$ cat src/rtl/in_port_fifo.sv
// Purpose : synchronises an external write strobe and queues nibbles for the CPU IN instruction.
// Latency : push commits 2 clk edges after ext_stb is first sampled high; the read side is
//           first-word-fall-through and pops on the edge where rd_en=1 and the FIFO is not empty.
// Backpressure: registered ext_busy is high while full; a strobe while full (with no pop) is dropped
//           and sets the sticky overflow flag.
// Ports   : clk/reset (sync, active-high); ext_data/ext_stb/ext_busy (device side);
//           rd_en/bus_out/bus_oe (CPU bus side); empty/full/count/overflow/underflow/clr_flags (status).
module in_port_fifo #(
  parameter int WIDTH = 4,
  parameter int DEPTH = 4,
  parameter int CW    = 3
) (
  input  logic             clk,
  input  logic             reset,
  input  logic [WIDTH-1:0] ext_data,
  input  logic             ext_stb,
  output logic             ext_busy,
  input  logic             rd_en,
  output logic [WIDTH-1:0] bus_out,
  output logic             bus_oe,
  output logic             empty,
  output logic             full,
  output logic [CW-1:0]    count,
  output logic             overflow,
  output logic             underflow,
  input  logic             clr_flags
);

  localparam int AW = $clog2(DEPTH);
  localparam logic [CW-1:0] CNT_FULL = CW'(DEPTH);

  // strobe synchroniser and edge detector
  logic s1_q, s1_d, s2_q, s2_d, s3_q, s3_d;
  // vld_q[i] marks that stage s(i+1) holds a genuine post-reset sample of ext_stb
  logic [2:0] vld_q, vld_d;

  logic [AW-1:0] wptr_q, wptr_d, rptr_q, rptr_d;
  logic [CW-1:0] count_q, count_d;
  logic          ext_busy_q, ext_busy_d;
  logic          overflow_q, overflow_d;
  logic          underflow_q, underflow_d;

  logic [WIDTH-1:0] mem_q [DEPTH];

  logic push_req, push, pop;

  always_comb begin
    s1_d  = ext_stb;
    s2_d  = s1_q;
    s3_d  = s2_q;
    vld_d = {vld_q[1:0], 1'b1};

    // A rising edge only counts once s3 holds a real sample, so a strobe that is
    // still high when reset releases never looks like a fresh low->high transition.
    push_req = s2_q & ~s3_q & vld_q[2];

    empty = (count_q == '0);
    full  = (count_q == CNT_FULL);

    pop  = rd_en & ~empty;
    // when full, a coincident pop frees the slot the push needs
    push = push_req & (~full | pop);

    count_d = count_q;
    if (push && !pop) begin
      count_d = count_q + CW'(1);
    end else if (pop && !push) begin
      count_d = count_q - CW'(1);
    end

    wptr_d = push ? wptr_q + AW'(1) : wptr_q;
    rptr_d = pop  ? rptr_q + AW'(1) : rptr_q;

    ext_busy_d = (count_d == CNT_FULL);

    // clear wins over a set in the same cycle
    overflow_d  = clr_flags ? 1'b0 : (overflow_q  | (push_req & full & ~pop));
    underflow_d = clr_flags ? 1'b0 : (underflow_q | (rd_en & empty));
  end

  always_ff @(posedge clk) begin
    if (reset) begin
      s1_q        <= 1'b0;
      s2_q        <= 1'b0;
      s3_q        <= 1'b0;
      vld_q       <= '0;
      wptr_q      <= '0;
      rptr_q      <= '0;
      count_q     <= '0;
      ext_busy_q  <= 1'b0;
      overflow_q  <= 1'b0;
      underflow_q <= 1'b0;
    end else begin
      s1_q        <= s1_d;
      s2_q        <= s2_d;
      s3_q        <= s3_d;
      vld_q       <= vld_d;
      wptr_q      <= wptr_d;
      rptr_q      <= rptr_d;
      count_q     <= count_d;
      ext_busy_q  <= ext_busy_d;
      overflow_q  <= overflow_d;
      underflow_q <= underflow_d;
    end
  end

  // storage needs no reset: nothing is visible until count says it was written
  always_ff @(posedge clk) begin
    if (!reset && push) begin
      mem_q[wptr_q] <= ext_data;
    end
  end

  always_comb begin
    bus_out   = empty ? '0 : mem_q[rptr_q];
    bus_oe    = rd_en & ~empty;
    count     = count_q;
    ext_busy  = ext_busy_q;
    overflow  = overflow_q;
    underflow = underflow_q;
  end

endmodule

$ cat config.mk
export PLATFORM = sky130hd
export DESIGN_NAME = in_port_fifo
export DESIGN_NICKNAME = d
export VERILOG_FILES = /design/src/rtl/in_port_fifo.sv
export SDC_FILE = /design/constraint.sdc
export NUM_CORES = 1
export LEC_CHECK = 0
export ABC_CLOCK_PERIOD_IN_PS = 1600
export BUFFER_PORTS_ARGS = -buffer_cell sky130_fd_sc_hd__buf_2
export CAP_MARGIN = 10
export CORE_ASPECT_RATIO = 0.8
export CORE_MARGIN = 2
export CORE_UTILIZATION = 45
export DETAILED_ROUTE_END_ITERATION = 8
export PLACE_DENSITY = 0.74
export SYNTH_ARGS = -nofsm -noshare
export SYNTH_HDL_FRONTEND = slang
export SYNTH_SLANG_ARGS = --single-unit
$ cat constraint.sdc
create_clock -name clk -period 1.6 [get_ports clk]
set_input_delay 0.08 -clock clk [delete_from_list [all_inputs] [get_ports clk]]
set_output_delay 0.08 -clock clk [all_outputs]
set_load 0.005 [all_outputs]
## Yosys cells after proc, flatten, opt, wreduce, memory -nomap -nowiden

Memories as Yosys holds them, arrays and structs flattened. A register that Yosys moved wholly into a read port is not among the register bits.
Cells that the tools add are included.

- Register bits: 16
- Bits in writable memories: 16
- Input bits: 9
- Output and inout port bits: 13
- Word-level logic and storage cells: 48
- Memories kept: 1

Memories:

| name | words | width | rd ports | clocked after Yosys merged registers in | write ports | RTL line | text |
|---|---|---|---|---|---|---|---|
| mem_q | 4 | 4 | 1 | 1 | 1 | 43 | `logic [WIDTH-1:0] mem_q [DEPTH];` |

- Add/subtract/negate cells: 4
- Equal/unequal tests: 2
- Mux-type cells: 8
- Bitwise logic cells: 14
- Reduce and logical (&&, ||, !) cells: 8

Operators with widths:

| operator | count |
|---|---|
| 1-bit AND | 7 |
| 3-bit == test, second input constant | 2 |
| 3-bit 2-to-1 mux | 2 |
| 2-bit by 1-bit adder with 2-bit output, second input constant | 2 |
| 2-bit 2-to-1 mux | 2 |
| 4-bit 2-to-1 mux | 1 |
| 1-bit inverter | 4 |
| 3-bit by 1-bit adder with 3-bit output, second input constant | 1 |
| 1-bit logical AND | 3 |
| 1-bit logical NOT | 3 |
| 3-bit logical NOT | 1 |
| 1-bit 2-to-1 mux | 3 |
| 1-bit OR | 3 |
| 3-bit by 1-bit subtractor with 3-bit output, second input constant | 1 |
| 2-bit OR reduction | 1 |

## Longest topological paths before layout

Gate-level depths: netlist of run 1.

- Depth after elaboration: 10
- Mapped depth: 7
- Mapped depth without buffers: 7

## Worst setup path after synthesis of run 1

Ideal clock, no wire load.

- Path kind: flip-flop to flip-flop
- Start: register count_q[0] (netlist: count[0])
- End: register ext_busy_q (netlist: ext_busy)
- Setup time: 0.078 ns
- Arrival: 1.680 ns
- Required time: 1.522 ns
- Path slack: -0.158 ns
- Stages on the path, launching flop included: 7
- Cell sequence: dfxtp_1 inv_1 ha_1 mux2i_1 and3_1 or4b_4 a32oi_1

- Word-level cells in the longest chain between the ends: 10
- Elaborated cells on any way between the ends: 16
- Classes of those cells: add/sub (2); eq/ne (2); mux (2); bitwise (5); reduce/logical (5)

RTL lines:

| what | RTL line | text |
|---|---|---|
| start: declaration | 38 | `logic [CW-1:0] count_q, count_d;` |
| start signal: assignment | 100 | `count_q <= count_d;` |
| 3-bit logical NOT | 57 | `empty = (count_q == '0);` |
| 1-bit inverter | 60 | `pop = rd_en & ~empty;` |
| 1-bit AND | 60 |  |
| 1-bit OR | 62 | `push = push_req & (~full \| pop);` |
| 1-bit AND | 62 |  |
| 1-bit logical NOT | 67 | `end else if (pop && !push) begin` |
| 1-bit logical AND | 67 |  |
| 3-bit 2-to-1 mux | 67 |  |
| 3-bit 2-to-1 mux (*) | 65 | `if (push && !pop) begin` |
| 3-bit == test (*) | 74 | `ext_busy_d = (count_d == CNT_FULL);` |
| end signal: assignment | 101 | `ext_busy_q <= ext_busy_d;` |
| end: declaration | 39 | `logic ext_busy_q, ext_busy_d;` |

Mark *: on every way between the ends. The rest lies on a longest branch, timed or not.
A chain may end at the register's enable or synchronous reset.

## Final worst setup path of run 1

- Start: register count_q[1] (netlist: count[1])
- End: register ext_busy_q (netlist: ext_busy)

Same word-level chain as after synthesis.

==> impl_metrics.ini, run 1 <==
[run]
drv_cap = 0

[routing]
routed_wl_um = 2530
drt_iter0_markers = 32
via_per_inst = 5.17
wl_per_cell_um = 13.9
first_pass_iters = 4
ant_nets = 0
drc = 0
vias = 941

[global_route]
antenna_found_initial = 0
grt_pass1_wl_um = 4130
grt-ovfl-total = 0
grt_start_max_net_pins = 19
first_global_vias = 961
grtUsageTotal = 0.167

[timing]
slew_viol_final = 0
fin_ws_ps = -40.8
period_minus_slack_ps = 1640
tightest_slew_ps = 320
skew_ps = 5.48
slew_headroom = 0.785
rsz0062_at_grt = true
finalCritPeriodShare = 1.03
fmax_mhz = 609
setup_violations = 1
hold_viol = 0

[floorplanning]
core_sq_um = 2850
die_w_um = 66.1
start_util = 0.486
dieArea_sq_um = 3540
num_rows = 17
fp.dieH_um = 53.6
ios = 22

[worst_setup_path]
crit_path_start_kind = flop
worstSetupPathType = reg2reg
cp.arrival_ps = 1850
critPathRequiredTime_ps = 1810
crit_path_end_kind = flop
cp_max_fo = 3

[yosys]
syn_area_per_cell_sq_um = 12.7
synthCells = 109
syn-num-nets = 125
synth.top_cell.area_share = 0.347
synth_cell_types = 31
yosys.area.top_type = edfxtp_1
syn_area_sq_um = 1390
synth-seq-area-share = 0.606
synth-seq-cells = 34
yosys_warnings = 0
synthTopCellsByArea = edfxtp_1 (35%), dfxtp_1 (26%), mux4_2 (6.5%)

[pwr]
p_sw_frac = 0.300
pwr_density_cell_nw_per_um2 = 1410
vdd_ir_drop_max_mv = 0.665
seq_power_share = 0.440
pwr-share-clk = 0.242
leakage_nw = 0.708
intPower_mw = 1.70
combinationalPowerShare = 0.318
netSwitchingPower_mw = 0.726

[cells_and_area]
nets = 159
mostFrequentLayoutCell = buf_2
n_antenna_cell = 0
area_growth_pct = 23.7
final_cell_mix = buf_2 (21), edfxtp_1 (16), dfxtp_1 (15)
utilization = 0.602
drive_above_1_share = 0.361

[clocking]
numCtsBuffers = 5
clk_pin_slew_ps = 70
clockBufferDepth = 2
cts_tree = done
htreeDepth = 2
cts.sinks = 34
insertion_delay_ps = 290
root_buffer = clkbuf_8

[min_path]
worstHoldPathType = in2reg

[placement]
post-dp-hpwl_um = 1750
port_buffers = 21
place_ws_ps = -83.2
globalplace.congestion = 0.917

[status]
outcome = finished with violations
violations = setup timing
[synthesized netlist by cell type]
| master | number |
|---|---|
| edfxtp_1 | 16 |
| a31oi_1 | 1 |
| o21ai_0 | 2 |
| or3_1 | 1 |
| a221oi_1 | 1 |
| nor2b_1 | 5 |
| mux2i_1 | 2 |
| ha_1 | 7 |
| mux4_2 | 4 |
| a32oi_1 | 1 |
| nor3_1 | 3 |
| or4b_4 | 1 |
| xor2_1 | 1 |
| nor2_1 | 7 |
| a21oi_1 | 2 |
| and3_1 | 1 |
| inv_2 | 1 |
| a311oi_1 | 1 |
| nand3_1 | 3 |
| nor2_2 | 1 |
| nand2b_1 | 1 |
| nand3b_1 | 1 |
| xnor2_1 | 2 |
| clkbuf_1 | 2 |
| and3b_1 | 1 |
| nand2_1 | 5 |
| a21o_1 | 1 |
| and2_1 | 8 |
| nand4_1 | 2 |
| inv_1 | 7 |
| dfxtp_1 | 18 |
[state kept, by name, summed over array words and instances, names as in the netlist, named ones only]
name / flops
mem_q: 16
ext_busy: 1
rptr_q: 2
count: 3
overflow: 1
underflow: 1
vld_q: 3
s1_q: 1
s3_q: 1
wptr_q: 2
s2_q: 1
[path summary, 6_finish.rpt]
path,start,to,slack (ps),cells past startpoint
max reg2reg,count[1],ext_busy,-40,6
min reg2reg,s1_q,s2_q,440,1
max,count[1],ext_busy,-40,6
min,ext_data[3],mem_q[1][3],10,1
[power by group through the flow]
stage	logic, mW	clock network, mW	registers [mW]
6_report	0.770	0.586	1.07
5_1_grt	0.851	0.635	1.08
4_1_cts	0.711	0.595	1.06
3_5_place_dp	0.678	0	1.09
3_3_place_gp	0.661	0	1.08
2_1_floorplan	0.405	0	1.08
[final cells by class]
type                            count  area (sq um)
Clock buffer                        6          72.6
Clock inverter                      2          8.76
Fill cell                         244          1130
Inverter                            8          32.5
Multi-Input combinational cell     65           534
Sequential cell                    34           850
Tap cell                           38          47.5
Timing Repair Buffer               29           170
[kinds of logic after synthesis]
logic type | count (synthesis) | share of synthesized area
AND/OR/NAND/NOR | 40 | 0.162
flip-flops | 34 | 0.607
buffers and inverters | 10 | 0.0271
AO/OA/AOI/OAI | 9 | 0.0433
adder cells (fa/ha/maj) | 7 | 0.0632
multiplexers | 6 | 0.0794
XOR/XNOR | 3 | 0.0190
[layer usage]
| metal | track usage | vias to the layer above | part of all wire |
|---|---|---|---|
| met2 | 0.269 | 26 | 0.51 |
| met3 | 0.0690 | 6 | 0.061 |
| met5 | 0 | - | 0 |
| li1 | - | 456 | - |
| met4 | 0.0986 | 0 | 0.016 |
| met1 | 0.189 | 453 | 0.42 |
[repair_timing]
item,4_1_cts,5_1_grt
cloned,0,0
pin swaps,0,5
hold buffers,2,0
setup buffers,1,1
gates resized for setup,1,10
endpoints found under the hold margin,3,0
setup endpoints to repair,10,23
[per-stage QoR]
step	instance area (sq um)	hold WS, ps	TNS, ps	std cells	total power [mW]
after floorplan	1390	157	0	109	1.49
after global placement	1570	276	0	170	1.74
after detailed placement	1570	281	-83.2	170	1.77
after CTS	1680	2.42	-41.4	181	2.37
after global routing	1720	6.15	-110	182	2.57
final	1720	10.4	-40.8	182	2.42
[critical path, cell delays in order (launching register included)]
cell,delay [ps]
dfxtp_2,330
inv_2,60
ha_4,160
mux2i_1,120
and3_1,220
or4b_4,490
a32oi_2,170
(Power assumes the default switching activity.)
==> run 2: changes to the inputs <==
CORE_MARGIN = unset   (was 2)
RECOVER_POWER = 50   (was unset)
REMOVE_ABC_BUFFERS = 1   (was unset)
==> run 2 against run 1 <==
Compared with the run above: the flow still finishes with violations (setup timing); via count did not move; core utilization rose by 0.83 points; final cell count rose by 1.6%; routed wire length fell by 0.71%; non-clock buffer count rose by 3; sequential cell count did not move; global-route usage rose by 0.95 points; cell area rose by 1.4%; sequential power barely moved; critical path type unchanged; highest routed layer unchanged.
==> impl_metrics.ini, run 2 (same netlist as run 1, synthesis figures left out) <==
[global_route]
grtUsageTotal = 0.176
first_global_vias = 897
antenna_found_initial = 0
grt-ovfl-total = 0
grt_start_max_net_pins = 12
grt_pass1_wl_um = 4110

[routing]
ant_nets = 0
first_pass_iters = 4
wl_per_cell_um = 13.6
vias = 941
drt_iter0_markers = 28
routed_wl_um = 2510
drc = 0
via_per_inst = 5.09

[timing]
slew_viol_final = 0
tightest_slew_ps = 532
fmax_mhz = 619
fin_ws_ps = -15.8
fin_tns_setup_ps = -15.8
finalCritPeriodShare = 1.01
worst_hold_slack_ps = 11.6
rsz0062_at_grt = true
period_minus_slack_ps = 1620
skew_ps = 3.37
slew_headroom = 0.646
setup_violations = 1
hold_viol = 0

[worst_setup_path]
critPathRequiredTime_ps = 1800
cp.arrival_ps = 1820
crit_path_end_kind = flop
cp_max_fo = 3
crit_path_start_kind = flop
worstSetupPathType = reg2reg

[placement]
place_area_sq_um = 1610
post-dp-hpwl_um = 1790
place_ws_ps = -77.8
globalplace.congestion = 0.817
port_buffers = 21

[floorplanning]
core_sq_um = 2850
num_rows = 17
dieArea_sq_um = 3310
die_w_um = 64.1
fp.dieH_um = 51.6
ios = 22
start_util = 0.486

[run]
drv_cap = 0

[cells_and_area]
n_antenna_cell = 0
final_cell_mix = buf_2 (16), edfxtp_1 (16), dfxtp_1 (15)
top_register = mem_q
nets = 162
area_growth_pct = 25.5
fillers = 232
utilization = 0.610
drive_above_1_share = 0.354
final_area_sq_um = 1740
largest_reg_flops = 16

[clocking]
cts_tree = done
htreeDepth = 2
root_buffer = clkbuf_8
cts.sinks = 34
clockBufferDepth = 2
clk_pin_slew_ps = 60
numCtsBuffers = 5
insertion_delay_ps = 280
cts_setup_buffers = 0

[min_path]
worstHoldPathType = in2reg

[pwr]
leakage_nw = 0.702
pwr_density_cell_nw_per_um2 = 1460
vdd_ir_drop_max_mv = 0.506

[status]
violations = setup timing
outcome = finished with violations
## run 2: timing repair
item	in CTS	in global routing
hold buffers	1	0
resized for setup	2	18
endpoints found under the hold margin	2	0
pin swaps	0	5
setup endpoints to repair	17	25
gates cloned	0	0
## run 2: power breakdown
group | switching [mW] | internal (mW)
logic | 0.407 | 0.485
clock network | 0.265 | 0.308
registers | 0.0735 | 0.996
## run 2: per-stage QoR
step	total power, mW	std cells
floorplan	1.47	107
global placement	1.81	176
detailed placement	1.84	176
CTS	2.43	185
global route	2.68	185
finish	2.53	185
## run 2: per-layer routing
layer  up-vias  GRT usage  wire, um
li1        458          -         -
met1       451      0.207      1120
met2        25      0.275      1220
met3         7     0.0636       111
met4         0      0.114        65
met5         -          0         0
## run 2: final cells by class
class | instances | area (sq um) | area share
Clock buffer | 8 | 80.1 | 0.0460
Tap cell | 38 | 47.5 | 0.0273
Timing Repair Buffer | 32 | 184 | 0.106
Sequential cell | 34 | 847 | 0.487
Inverter | 8 | 32.5 | 0.0187
Multi-Input combinational cell | 65 | 548 | 0.315
## run 2: final timing paths
path	cells after the start	startpoint	slack (ps)	to
worst max-delay path	6	count[1]	-20	ext_busy
worst min-delay path	2	ext_stb	10	s1_q
worst max register to register	6	count[1]	-20	ext_busy
worst min register to register	1	s1_q	430	s2_q
## run 2: critical path: stages, from the launching register on
cell	delay [ps]
dfxtp_2	330
inv_2	50
ha_4	170
mux2i_2	160
and3_1	170
or4b_4	490
a32oi_2	170
